<file path="config.mk">
export PLATFORM = sky130hd
export DESIGN_NAME = pip_exu_issue_fifo
export DESIGN_NICKNAME = d
export VERILOG_FILES = /design/src/rtl/pip_exu_issue_fifo.sv
export SDC_FILE = /design/constraint.sdc
export NUM_CORES = 1
export LEC_CHECK = 0
export CAP_MARGIN = 20
export CORE_MARGIN = 1.5
export CORE_UTILIZATION = 28
export CTS_CLUSTER_DIAMETER = 100
export DETAILED_ROUTE_END_ITERATION = 6
export GPL_ROUTABILITY_DRIVEN = 0
export GPL_TIMING_DRIVEN = 0
export PLACE_DENSITY_LB_ADDON = 0.25
export SYNTH_ARGS = -nofsm -noshare
export SYNTH_HDL_FRONTEND = slang
export SYNTH_SLANG_ARGS = --single-unit
</file>
<file path="constraint.sdc">
create_clock -name clk_i -period 19.6 [get_ports clk_i]
set_input_delay 5.88 -clock clk_i [delete_from_list [all_inputs] [get_ports clk_i]]
set_output_delay 5.88 -clock clk_i [all_outputs]
set_load 0.005 [all_outputs]
</file>
<file path="src/rtl/pip_exu_issue_fifo.sv">
// In-order issue FIFO between dispatch and one EXU, with valid/full handshakes and a pipeline flush.
// Optional same-cycle bypass on an empty FIFO is enabled by defining PIP_EXU_BYPASS_EN.
module pip_exu_issue_fifo #(
  parameter int XLEN   = 64,
  parameter int DEPTH  = 4,
  parameter int ITAG_W = 8
) (
  input  logic                       clk_i,
  input  logic                       arst_n_i,
  input  logic                       flush_i,
  input  logic                       in_valid_i,
  output logic                       in_full_o,
  input  logic [XLEN-1:0]            in_data1_i,
  input  logic [XLEN-1:0]            in_data2_i,
  input  logic [XLEN-1:0]            in_pc_i,
  input  logic [19:0]                in_imm20_i,
  input  logic [4:0]                 in_opcode_i,
  input  logic [9:0]                 in_funct_i,
  input  logic [ITAG_W-1:0]          in_itag_i,
  output logic                       out_valid_o,
  input  logic                       out_full_i,
  output logic [XLEN-1:0]            out_data1_o,
  output logic [XLEN-1:0]            out_data2_o,
  output logic [XLEN-1:0]            out_pc_o,
  output logic [19:0]                out_imm20_o,
  output logic [4:0]                 out_opcode_o,
  output logic [9:0]                 out_funct_o,
  output logic [ITAG_W-1:0]          out_itag_o,
  output logic [$clog2(DEPTH):0]     count_o
);

  localparam int PTR_W = $clog2(DEPTH);
  localparam int CNT_W = PTR_W + 1;
  localparam int PL_W  = 3 * XLEN + 20 + 5 + 10 + ITAG_W;

  logic [PL_W-1:0]  mem_r [DEPTH];
  logic [PTR_W-1:0] wr_ptr_r;
  logic [PTR_W-1:0] rd_ptr_r;
  logic [CNT_W-1:0] count_r;

  logic             empty_s;
  logic             full_s;
  logic             bypass_s;
  logic             push_s;
  logic             pop_s;
  logic [PL_W-1:0]  in_pl_s;
  logic [PL_W-1:0]  out_pl_s;

  assign in_pl_s = {in_data1_i, in_data2_i, in_pc_i, in_imm20_i, in_opcode_i, in_funct_i, in_itag_i};
  assign empty_s = (count_r == {CNT_W{1'b0}});
  assign full_s  = (count_r == CNT_W'(DEPTH));

`ifdef PIP_EXU_BYPASS_EN
  // A bypassed entry is consumed by the EXU directly and never occupies a slot.
  assign bypass_s = empty_s & in_valid_i & ~out_full_i & ~flush_i;
`else
  assign bypass_s = 1'b0;
`endif

  // Full is judged on the registered count, so a same-cycle pop never frees room for a push.
  assign push_s = in_valid_i & ~full_s & ~bypass_s;
  assign pop_s  = ~empty_s & ~out_full_i;

  // Pointer and occupancy state; flush overrides any concurrent push or pop.
  always_ff @(posedge clk_i or negedge arst_n_i) begin
    if (!arst_n_i) begin
      wr_ptr_r <= {PTR_W{1'b0}};
      rd_ptr_r <= {PTR_W{1'b0}};
      count_r  <= {CNT_W{1'b0}};
    end else if (flush_i) begin
      wr_ptr_r <= {PTR_W{1'b0}};
      rd_ptr_r <= {PTR_W{1'b0}};
      count_r  <= {CNT_W{1'b0}};
    end else begin
      if (push_s) begin
        wr_ptr_r <= wr_ptr_r + PTR_W'(1);
      end
      if (pop_s) begin
        rd_ptr_r <= rd_ptr_r + PTR_W'(1);
      end
      case ({push_s, pop_s})
        2'b10:   count_r <= count_r + CNT_W'(1);
        2'b01:   count_r <= count_r - CNT_W'(1);
        default: count_r <= count_r;
      endcase
    end
  end

  // Payload storage is deliberately left unreset; the output mux hides stale slots.
  always_ff @(posedge clk_i) begin
    if (push_s && !flush_i) begin
      mem_r[wr_ptr_r] <= in_pl_s;
    end
  end

  // Head payload selection: bypass, stored head, or zero when nothing is valid.
  always_comb begin
    out_pl_s = {PL_W{1'b0}};
    if (bypass_s) begin
      out_pl_s = in_pl_s;
    end else if (!empty_s) begin
      out_pl_s = mem_r[rd_ptr_r];
    end else begin
      out_pl_s = {PL_W{1'b0}};
    end
  end

  assign {out_data1_o, out_data2_o, out_pc_o, out_imm20_o, out_opcode_o, out_funct_o, out_itag_o} = out_pl_s;
  assign out_valid_o = ~empty_s | bypass_s;
  assign in_full_o   = full_s;
  assign count_o     = count_r;

endmodule

</file>
==> reports/results.ini <==
[setup_path]
start_kind=register
r2r_slack_ns=16.77
cp-endpoint=out_data2_o[49]
r2r_cells=5
crit_start=count_o[1]$_DFFE_PN0P_
cp.depth=7
crit_type=register to output pin
cpMaxStageDelayCell=clkdlybuf4s50_1
cp-end-kind=output pin
worst_ep_arrival_time_ns=3.69
reg2reg_to=mem_r[2][82]$_DFFE_PP_
rr_startpoint=count_o[1]$_DFFE_PN0P_
path_cells=nor3_2 > inv_1 > buf_4 > buf_6 > clkbuf_1 > and2_1 > clkdlybuf4s50_1
critPathRequiredTime_ns=13.72
critPathTopFamily=buffers and inverters
path_max_fanout=10
crit_buf_inv=5
cpPeakStageDelay_ns=0.57

[clocking]
cts_tree=yes
cts-root-buf=clkbuf_16
clk_latency_ns=0.70
cts.clk_slew.worst_paths_ns=0.06
cts_sinks=947
htreeDepth=3
post_cts_resized=0
cts_buffer_depth=3
post-cts-setup-buffer-count=0
cts_inserted_buffers=103
cts.hold.buffers_added=0

[die]
pin_count=480
die_x_um=363
design.core.area_mm2=0.128
initial_core_util_pct=28.3
dieArea_mm2=0.131
num_rows=131
fp.dieH_um=363

[run]
drv_cap=0

[worst_hold_path]
hold_class=register to register

[yosys]
synth_fa_ha_area_share_pct=0.194
ys_seq_elements=947
yosys.area_share.simple_pct=4.51
async_reset_ff_share_pct=0.739
synth_compound_area_share_pct=0.308
postSynthNetCount=1799
synth.avg_cell_area_um2=23.3
synth-edff-count=940
synthMuxAreaShare_pct=14.6
synth_top_family_by_area=multiplexers
ys_warn_count=0
syn-cell-area_mm2=0.0362
post_synth_xor_area_fraction_pct=0.0242
synth_ff_type=edfxtp_1
yosys.cell_types.count=36
synth_cells=1554
yosysSeqAreaShare_pct=78.5

[drt]
via_count=17400
vias_per_cell=4.44
drtAntennaViolNets=0
drt-initial-drc-count=1034
route.detailed.drc=0
firstDrtPassIters=5
routedWlPerCell_um=22.2
drt_wl_total_um=86700

[pwr]
ir_drop_mv=0.0700
leakage_nw=14.7
pwr_density_cell_mw_per_mm2=107

[sta]
worst_slew_pin_slew_ns=0.764
slew_headroom_pct=49.1
finalHoldViolations=0
clock_skew_ns=0.0217
timing.final.crit_share_pct=48.9
finalWorstPathRequiredPeriod_ns=9.57
drv_slew=0
finalSetupTns_ns=0
final-setup-viol-count=0
fmax_ghz=0.104
rsz0062_at_grt=no

[finish]
final_layout_size_suffix_gt1_share_pct=20.8
final_nets=2403
mostFrequentLayoutCells=edfxtp_1 (940), clkdlybuf4s50_1 (478), mux4_2 (235), and2_1 (235), clkbuf_16 (106)
final_common_cell=edfxtp_1
area_growth_pct=30.1
nFillCells=11700
fin_util_pct=36.8

[grt]
grt_use_total_pct=13.1
grt_pass1_vias=18800
antenna_found_initial=17
grt_max_degree=50
grt_pass1_wl_um=126000
grt_overflow=0

[place]
port_buffers=478
dp_hpwl_um=56600

[outcome]
outcome=finished, final reports clean

==> synth_stat cells, types with 2 or more instances <==
library cell	n	area share [%]
edfxtp_1	940	78
and2_1	239	4.1
mux4_2	235	15
clkbuf_1	29	0.30
buf_2	21	0.29
buf_6	16	0.50
buf_12	11	0.61
dfrtp_1	7	0.48
inv_1	6	0.062
a21oi_1	4	0.055
ha_1	4	0.14
nor2_1	4	0.041
nor2b_1	4	0.069
nand3b_1	3	0.062
o21ai_0	3	0.041
or3_1	3	0.052
a31oi_1	2	0.035
buf_1	2	0.021
buf_4	2	0.041
nor3_1	2	0.028
o311ai_0	2	0.048
==> sequential cells by signal, summed over array words and instances (netlist names) <==
signal,cells
count_o,3
wr_ptr_r,2
rd_ptr_r,2
mem_r,940
==> report_power, final <==
group / switching, mW / leakage, nW / internal [mW]
logic: 0.339 / 4.39 / 0.437
registers: 0.0136 / 8.63 / 2.29
clock network: 0.781 / 1.69 / 1.17
==> worst min-delay path: stages, from the launching register on <==
cell and delay, ns:
dfrtp_1 0.42, o21ai_0 0.09, a21oi_1 0.07
==> kinds of logic (layout without fill, tap and decap cells) <==
kind of cell / count (synthesis) / after routing
muxes: 235 / 235
xor gates and xnor gates: 1 / 1
and+or+nand+nor: 261 / 261
other: 0 / 3
AOI/OAI and AO/OA: 17 / 17
DFF: 947 / 947
adders and majority gates: 5 / 5
buffers and inverters: 88 / 779
==> through the flow <==
| stage | instances | total power, mW | hold slack (ns) | instance area, um^2 | setup slack, ns |
|---|---|---|---|---|---|
| floorplan | 1554 | 2.72 | 0.560 | 36200 | 7.21 |
| global placement | 3694 | 3.16 | 0.577 | 43100 | 1.15 |
| detailed placement | 3715 | 3.15 | 0.596 | 43600 | 10.59 |
| CTS | 3907 | 5.12 | 0.605 | 47100 | 9.80 |
| global route | 3907 | 5.24 | 0.639 | 47100 | 9.72 |
| finish | 3910 | 5.03 | 0.616 | 47100 | 10.03 |
==> final cells by class <==
type / instances / area [um^2] / share of cell area (%)
well taps: 1662 / 2080 / 4.42
plain buffers: 82 / 652 / 1.38
repair buffers: 499 / 5350 / 11.4
diodes: 3 / 7.51 / 0.0159
flip-flops and latches: 947 / 28400 / 60.3
inverters: 6 / 22.5 / 0.0478
clock buffers: 120 / 2710 / 5.75
multi-input cells: 519 / 7130 / 15.1
clock inverters: 72 / 732 / 1.55
==> metal layers <==
layer	up-vias	routed length, um	track usage [%]
li1	7647	-	-
met1	9129	34700	16.1
met3	145	6640	4.79
met4	26	1830	3.49
met5	-	163	0
met2	415	43400	21.9
==> worst min-delay path by stage <==
stage / startpoint / end / slack (ns) / cells past startpoint
global placement: wr_ptr_r[1]$_DFFE_PN0P_ / wr_ptr_r[1]$_DFFE_PN0P_ / 0.58 / 2
global route: wr_ptr_r[1]$_DFFE_PN0P_ / wr_ptr_r[1]$_DFFE_PN0P_ / 0.64 / 2
detailed placement: wr_ptr_r[1]$_DFFE_PN0P_ / wr_ptr_r[1]$_DFFE_PN0P_ / 0.60 / 2
finish: wr_ptr_r[1]$_DFFE_PN0P_ / wr_ptr_r[1]$_DFFE_PN0P_ / 0.62 / 2
floorplan: wr_ptr_r[1]$_DFFE_PN0P_ / wr_ptr_r[1]$_DFFE_PN0P_ / 0.56 / 2
CTS: wr_ptr_r[1]$_DFFE_PN0P_ / wr_ptr_r[1]$_DFFE_PN0P_ / 0.60 / 2
Note: power is estimated with default switching activity, not from simulation.
